$ cat config.mk
export PLATFORM = sky130hd
export DESIGN_NAME = mem_access_stage
export DESIGN_NICKNAME = d
export VERILOG_FILES = /design/src/rtl/mem_access_stage.sv
export SDC_FILE = /design/constraint.sdc
export NUM_CORES = 1
export LEC_CHECK = 0
export ABC_CLOCK_PERIOD_IN_PS = 2200
export BUFFER_PORTS_ARGS = -buffer_cell sky130_fd_sc_hd__clkbuf_2
export CAP_MARGIN = 30
export CORE_MARGIN = 2
export CORE_UTILIZATION = 44
export DETAILED_ROUTE_END_ITERATION = 7
export GPL_ROUTABILITY_DRIVEN = 0
export PLACE_DENSITY_LB_ADDON = 0.08
export SYNTH_ARGS = -nofsm -noshare
export SYNTH_HDL_FRONTEND = slang
export SYNTH_SLANG_ARGS = --single-unit
export TNS_END_PERCENT = 5
$ cat constraint.sdc
create_clock -name clk_i -period 2.2 [get_ports clk_i]
set_input_delay 0.44 -clock clk_i [delete_from_list [all_inputs] [get_ports clk_i]]
set_output_delay 0.44 -clock clk_i [all_outputs]
set_load 0.1 [all_outputs]
$ cat src/rtl/mem_access_stage.sv
// Pipeline MEM stage: runs a req/ack data-memory access, lane-aligns stores and
// extends loads, holding the pipeline via stall_o until the access has finished.
module mem_access_stage #(
  parameter int unsigned TIMEOUT_CYCLES = 16
) (
  input  logic        clk_i,
  input  logic        rst_i,
  input  logic        flush_i,
  input  logic        valid_i,
  input  logic        mem_read_i,
  input  logic        mem_write_i,
  input  logic [2:0]  funct3_i,
  input  logic [31:0] addr_i,
  input  logic [31:0] wdata_i,
  output logic        dmem_req_o,
  output logic        dmem_we_o,
  output logic [31:0] dmem_addr_o,
  output logic [3:0]  dmem_be_o,
  output logic [31:0] dmem_wdata_o,
  input  logic [31:0] dmem_rdata_i,
  input  logic        dmem_ack_i,
  output logic        stall_o,
  output logic [31:0] load_data_o,
  output logic        misalign_o,
  output logic        bus_err_o
);
  localparam int unsigned CW = (TIMEOUT_CYCLES > 1) ? $clog2(TIMEOUT_CYCLES) : 1;

  typedef enum logic [1:0] {S_IDLE, S_WAIT, S_DONE} state_e;

  state_e        state_q, state_d;
  logic [CW-1:0] cnt_q, cnt_d;
  logic          req_q, req_d, we_q, we_d, err_q, err_d;
  logic [31:0]   addr_q, addr_d, wdata_q, wdata_d, load_q, load_d;
  logic [3:0]    be_q, be_d;
  logic [2:0]    f3_q, f3_d;
  logic [1:0]    off_q, off_d;

  logic          misalign, mem_op, start, timeout_hit;
  logic [3:0]    be_st;
  logic [31:0]   wdata_st, load_ext;
  logic [7:0]    rd_byte;
  logic [15:0]   rd_half;

  // Unsupported size encodings fall into the misaligned bucket so they never reach the bus.
  always_comb begin
    case (funct3_i)
      3'b000, 3'b100: misalign = 1'b0;
      3'b001, 3'b101: misalign = addr_i[0];
      3'b010:         misalign = |addr_i[1:0];
      default:        misalign = 1'b1;
    endcase
  end

  assign mem_op      = mem_read_i | mem_write_i;
  assign start       = (state_q == S_IDLE) & valid_i & mem_op & ~flush_i & ~misalign;
  assign misalign_o  = (state_q == S_IDLE) & valid_i & mem_op & misalign;
  assign stall_o     = start | (state_q == S_WAIT);
  assign timeout_hit = (TIMEOUT_CYCLES != 0) && (cnt_q == CW'(TIMEOUT_CYCLES - 1));

  always_comb begin
    be_st    = 4'b1111;
    wdata_st = wdata_i;
    if (mem_write_i) begin
      case (funct3_i[1:0])
        2'b00: begin
          be_st    = 4'b0001 << addr_i[1:0];
          wdata_st = {4{wdata_i[7:0]}};
        end
        2'b01: begin
          be_st    = addr_i[1] ? 4'b1100 : 4'b0011;
          wdata_st = {2{wdata_i[15:0]}};
        end
        default: ;
      endcase
    end
  end

  assign rd_byte = dmem_rdata_i[{off_q, 3'b000} +: 8];
  assign rd_half = dmem_rdata_i[{off_q[1], 4'b0000} +: 16];

  always_comb begin
    case (f3_q)
      3'b000:  load_ext = {{24{rd_byte[7]}}, rd_byte};
      3'b001:  load_ext = {{16{rd_half[15]}}, rd_half};
      3'b100:  load_ext = {24'd0, rd_byte};
      3'b101:  load_ext = {16'd0, rd_half};
      default: load_ext = dmem_rdata_i;
    endcase
  end

  always_comb begin
    state_d = state_q;
    cnt_d   = cnt_q;
    req_d   = req_q;
    we_d    = we_q;
    addr_d  = addr_q;
    be_d    = be_q;
    wdata_d = wdata_q;
    f3_d    = f3_q;
    off_d   = off_q;
    load_d  = load_q;
    err_d   = 1'b0;
    case (state_q)
      S_IDLE: begin
        if (start) begin
          state_d = S_WAIT;
          cnt_d   = '0;
          req_d   = 1'b1;
          we_d    = mem_write_i;
          addr_d  = {addr_i[31:2], 2'b00};
          be_d    = be_st;
          wdata_d = wdata_st;
          f3_d    = funct3_i;
          off_d   = addr_i[1:0];
        end
      end
      S_WAIT: begin
        // Ack wins over timeout; flush_i has no effect on an access already issued.
        if (dmem_ack_i) begin
          state_d = S_DONE;
          req_d   = 1'b0;
          if (!we_q) load_d = load_ext;
        end else if (timeout_hit) begin
          state_d = S_DONE;
          req_d   = 1'b0;
          load_d  = '0;
          err_d   = 1'b1;
        end else begin
          cnt_d = cnt_q + 1'b1;
        end
      end
      default: state_d = S_IDLE;
    endcase
  end

  always_ff @(posedge clk_i or negedge rst_i) begin
    if (!rst_i) begin
      state_q <= S_IDLE;
      cnt_q   <= '0;
      req_q   <= 1'b0;
      we_q    <= 1'b0;
      addr_q  <= '0;
      be_q    <= '0;
      wdata_q <= '0;
      f3_q    <= '0;
      off_q   <= '0;
      load_q  <= '0;
      err_q   <= 1'b0;
    end else begin
      state_q <= state_d;
      cnt_q   <= cnt_d;
      req_q   <= req_d;
      we_q    <= we_d;
      addr_q  <= addr_d;
      be_q    <= be_d;
      wdata_q <= wdata_d;
      f3_q    <= f3_d;
      off_q   <= off_d;
      load_q  <= load_d;
      err_q   <= err_d;
    end
  end

  assign dmem_req_o   = req_q;
  assign dmem_we_o    = we_q;
  assign dmem_addr_o  = addr_q;
  assign dmem_be_o    = be_q;
  assign dmem_wdata_o = wdata_q;
  assign load_data_o  = load_q;
  assign bus_err_o    = err_q;
endmodule
==> flow_summary.html <==
<table>
<tr><th>Metric</th><th>Value</th></tr>
<tr><th colspan="2">STA</th></tr>
<tr><td>Slew at the pin with the worst max-slew slack</td><td>567 ps</td></tr>
<tr><td>Final setup fails</td><td>0</td></tr>
<tr><td>Count of endpoints failing hold in the final timing report</td><td>0</td></tr>
<tr><td>Unrepaired setup endpoints after global routing</td><td>no</td></tr>
<tr><td>Relative slew margins</td><td>62.4%</td></tr>
<tr><td>Time the final worst path needs with I/O delays and setup</td><td>2120 ps</td></tr>
<tr><td>Ratio of final minimum period to clock period</td><td>between 90 and 100%</td></tr>
<tr><td>Max-slew violation count</td><td>0</td></tr>
<tr><td>Maximum clock frequency</td><td>471 MHz</td></tr>
<tr><td>Worst-case clock skew</td><td>3.34 ps</td></tr>
<tr><th colspan="2">Routing</th></tr>
<tr><td>DRT Wirelength</td><td>13.3 mm</td></tr>
<tr><td>1st-pass router iterations</td><td>4</td></tr>
<tr><td>Number of nets with antenna violations after routing</td><td>0</td></tr>
<tr><td>WL per Instance</td><td>17.0 µm</td></tr>
<tr><td>Via-to-Cell Ratio</td><td>5.32</td></tr>
<tr><td>Drt first-iter violations</td><td>274</td></tr>
<tr><td>DRC Markers</td><td>0</td></tr>
<tr><td>Count of vias placed by the detailed router</td><td>4173</td></tr>
<tr><th colspan="2">Worst setup path</th></tr>
<tr><td>Largest fanout on the critical path</td><td>5</td></tr>
<tr><td>Kind of end point of the critical path</td><td>output pin</td></tr>
<tr><td>Worst endpoint required time</td><td>1760 ps</td></tr>
<tr><td>Critical setup path kind</td><td>in2out</td></tr>
<tr><td>Depth of the most critical reg-to-reg path</td><td>4</td></tr>
<tr><td>Critical Path Start Type</td><td>input port</td></tr>
<tr><td>CP Data Arrival Time</td><td>1680 ps</td></tr>
<tr><th colspan="2">Floorplan</th></tr>
<tr><td>Die area</td><td>~13000 µm²</td></tr>
<tr><td>Placeable core area</td><td>11600 µm²</td></tr>
<tr><td>Starting Density</td><td>between 40% and 50%</td></tr>
<tr><td>Die Span Y</td><td>114 µm</td></tr>
<tr><td>Number of top-level design ports</td><td>211</td></tr>
<tr><td>Die extent in x</td><td>114 µm</td></tr>
<tr><td>Std cell rows</td><td>39</td></tr>
<tr><th colspan="2">Synth</th></tr>
<tr><td>Cell types with the highest counts after synthesis</td><td>sky130_fd_sc_hd__dfrtp_1, sky130_fd_sc_hd__nand2_1, sky130_fd_sc_hd__mux2_2</td></tr>
<tr><td>Post-synth top flop</td><td>sky130_fd_sc_hd__dfrtp_1</td></tr>
<tr><td>Post-synthesis async set-or-reset flop share</td><td>between 90% and 100%</td></tr>
<tr><td>Synthesized instance count</td><td>434</td></tr>
<tr><td>Number of distinct standard cells referenced by the synthesized netlist</td><td>42</td></tr>
<tr><td>Fraction of synthesized cell area taken by the top area cell type</td><td>53.1%</td></tr>
<tr><td>Synth Warn #</td><td>0</td></tr>
<tr><td>Count leader, synth</td><td>sky130_fd_sc_hd__dfrtp_1</td></tr>
<tr><td>Post-Syn Area per Cell</td><td>roughly 12 µm²</td></tr>
<tr><td>Syn Std Cell Area</td><td>5280 µm²</td></tr>
<tr><td>Sequential share of the synthesized area</td><td>53.1%</td></tr>
<tr><td>Number of synthesized register bits</td><td>between 100 and 150</td></tr>
<tr><td>Biggest area consumer among synthesized cells</td><td>sky130_fd_sc_hd__dfrtp_1</td></tr>
<tr><td>EDFF count, synth</td><td>0</td></tr>
<tr><td>Area contributors post-synth</td><td>sky130_fd_sc_hd__dfrtp_1, sky130_fd_sc_hd__mux2_2, sky130_fd_sc_hd__mux2_4</td></tr>
<tr><th colspan="2">Clock tree</th></tr>
<tr><td>TritonCTS clock tree</td><td>done</td></tr>
<tr><td>Cell at the root of the clock tree</td><td>sky130_fd_sc_hd__clkbuf_16</td></tr>
<tr><td>Total clock buffers created by CTS</td><td>9</td></tr>
<tr><td>Number of buffers between clock root and the deepest sink</td><td>2</td></tr>
<tr><td>Clock H-tree levels</td><td>3</td></tr>
<tr><td>Clk pin slew, worst setup/hold paths</td><td>70 ps</td></tr>
<tr><td>Hold Buf Count CTS</td><td>0</td></tr>
<tr><td>Num Clock Sinks</td><td>112</td></tr>
<tr><td># resized after CTS</td><td>0</td></tr>
<tr><td>Post-CTS Setup Repair Bufs</td><td>0</td></tr>
<tr><td>Clock latency on the worst-skew pair</td><td>350 ps</td></tr>
<tr><th colspan="2">Run</th></tr>
<tr><td>Max-capacitance violation count</td><td>0</td></tr>
<tr><th colspan="2">Global route</th></tr>
<tr><td>Total routing usage reported by global routing</td><td>a little over a fifth</td></tr>
<tr><td>Largest net degree at the start of global routing</td><td>55</td></tr>
<tr><td>Vias in the first global route</td><td>4116</td></tr>
<tr><td>Initial antenna violation count</td><td>0</td></tr>
<tr><td>Total global routing overflow</td><td>0</td></tr>
<tr><td>Wire length of the first global-routing pass</td><td>21.0 mm</td></tr>
<tr><th colspan="2">Finish</th></tr>
<tr><td>Net count, final</td><td>744</td></tr>
<tr><td>Ant. Diodes</td><td>0</td></tr>
<tr><td>Layout area overhead</td><td>30.8%</td></tr>
<tr><td>Share of layout cells above drive strength 1</td><td>51.7%</td></tr>
<tr><td>Layout Cell Area excl Fill</td><td>6900 µm²</td></tr>
<tr><th colspan="2">Place</th></tr>
<tr><td>DP HPWL</td><td>9.87 mm</td></tr>
<tr><td>Dpl cell area</td><td>around 6500 µm²</td></tr>
<tr><td>IO buf count</td><td>208</td></tr>
<tr><th colspan="2">Status</th></tr>
<tr><td>Result of the run</td><td>finished, final reports clean</td></tr>
<tr><th colspan="2">Min path</th></tr>
<tr><td>Type of the most critical hold path</td><td>in2async</td></tr>
</table>
## cell type report
| type | count | area (µm²) |
|---|---|---|
| Sequential cell | 112 | 2800 |
| Clock buffer | 12 | 267 |
| Inverter | 5 | 18.8 |
| Tap cell | 143 | 179 |
| Clock inverter | 4 | 98.8 |
| Timing Repair Buffer | 224 | 1230 |
| Fill cell | 999 | 4660 |
| Multi-Input combinational cell | 285 | 2310 |
## worst max-delay path: stages
cell and delay, ps:
sky130_fd_sc_hd__clkbuf_2 130, sky130_fd_sc_hd__nor4_4 320, sky130_fd_sc_hd__nor2_2 110, sky130_fd_sc_hd__or3_4 420, sky130_fd_sc_hd__nand2_4 80, sky130_fd_sc_hd__buf_12 180
## path summary, 6_finish.rpt
kind / from / endpoint / slack [ps]
max in group asynchronous: rst_i / dmem_addr_o[8] / 1540
setup reg to reg: f3_q[0] / load_data_o[1] / 370
min in group clk_i: addr_i[12] / dmem_addr_o[12] / 320
hold reg to reg: load_data_o[11] / load_data_o[11] / 470
setup / recovery: addr_i[0] / stall_o / 80
hold / removal: rst_i / load_data_o[13] / 50
## state kept, by name, indices dropped and copies added, names as in the netlist
| register | flops |
|---|---|
| load_data_o | 32 |
| dmem_addr_o | 30 |
| cnt_q | 4 |
| bus_err_o | 1 |
| state_q | 2 |
| dmem_be_o | 4 |
| dmem_req_o | 1 |
| off_q | 2 |
| dmem_wdata_o | 32 |
| dmem_we_o | 1 |
| f3_q | 3 |
## per-stage QoR
step / setup slack, ps / utilization (%) / hold WS, ps / std cells / TNS, ps
final: 75.1 / 59.7 / 48.2 / 785 / 0
after detailed placement: 59.5 / 56.5 / 435 / 769 / 0
after global routing: 2.89 / 59.7 / 65.2 / 785 / 0
after floorplan: -171 / - / 144 / 435 / -303
after global placement: 78.3 / 56.5 / 428 / 769 / 0
after CTS: 54.2 / 59.7 / 52.0 / 785 / 0
## per-layer routing
metal	GRT usage, %	part of all wire [%]
met5	0	0
met3	5.15	7.5
met4	8.94	2.4
met2	33.8	48
met1	27.1	42
## cell families after synthesis
logic type | Yosys count | share of synthesized area, %
mux | 97 | 22.2
fa+ha+maj | 1 | 0.237
compound gates | 86 | 11.7
other cells | 1 | 0.0711
buf+inv | 38 | 3.70
flops | 112 | 53.1
simple gates | 99 | 8.96
## cells in the final DEF, fill, tap and decap left out, types with 2 or more instances in the layout
cell                        instances
sky130_fd_sc_hd__o221ai_1           7
sky130_fd_sc_hd__mux2_4            23
sky130_fd_sc_hd__inv_1              5
sky130_fd_sc_hd__nor2_1            10
sky130_fd_sc_hd__o211ai_1           2
sky130_fd_sc_hd__mux2_2            57
sky130_fd_sc_hd__and3_1             2
sky130_fd_sc_hd__a221o_1           23
sky130_fd_sc_hd__nand2_1           60
sky130_fd_sc_hd__clkbuf_16          9
sky130_fd_sc_hd__clkbuf_8           3
sky130_fd_sc_hd__o21ai_0           30
sky130_fd_sc_hd__o31ai_1            3
sky130_fd_sc_hd__dfrtp_1          112
sky130_fd_sc_hd__conb_1             2
sky130_fd_sc_hd__o22ai_1            7
sky130_fd_sc_hd__buf_4             14
sky130_fd_sc_hd__clkbuf_2         205
sky130_fd_sc_hd__nor2b_1           10
sky130_fd_sc_hd__mux2i_1           16
sky130_fd_sc_hd__buf_12             5
sky130_fd_sc_hd__bufinv_16          3
sky130_fd_sc_hd__o311ai_0           2
sky130_fd_sc_hd__a31o_2             2
sky130_fd_sc_hd__a21oi_1            5
sky130_fd_sc_hd__nand2b_1           5
Power is not shown: default switching activity piles up to over one toggle a cycle in this logic, so the estimate is an artifact.
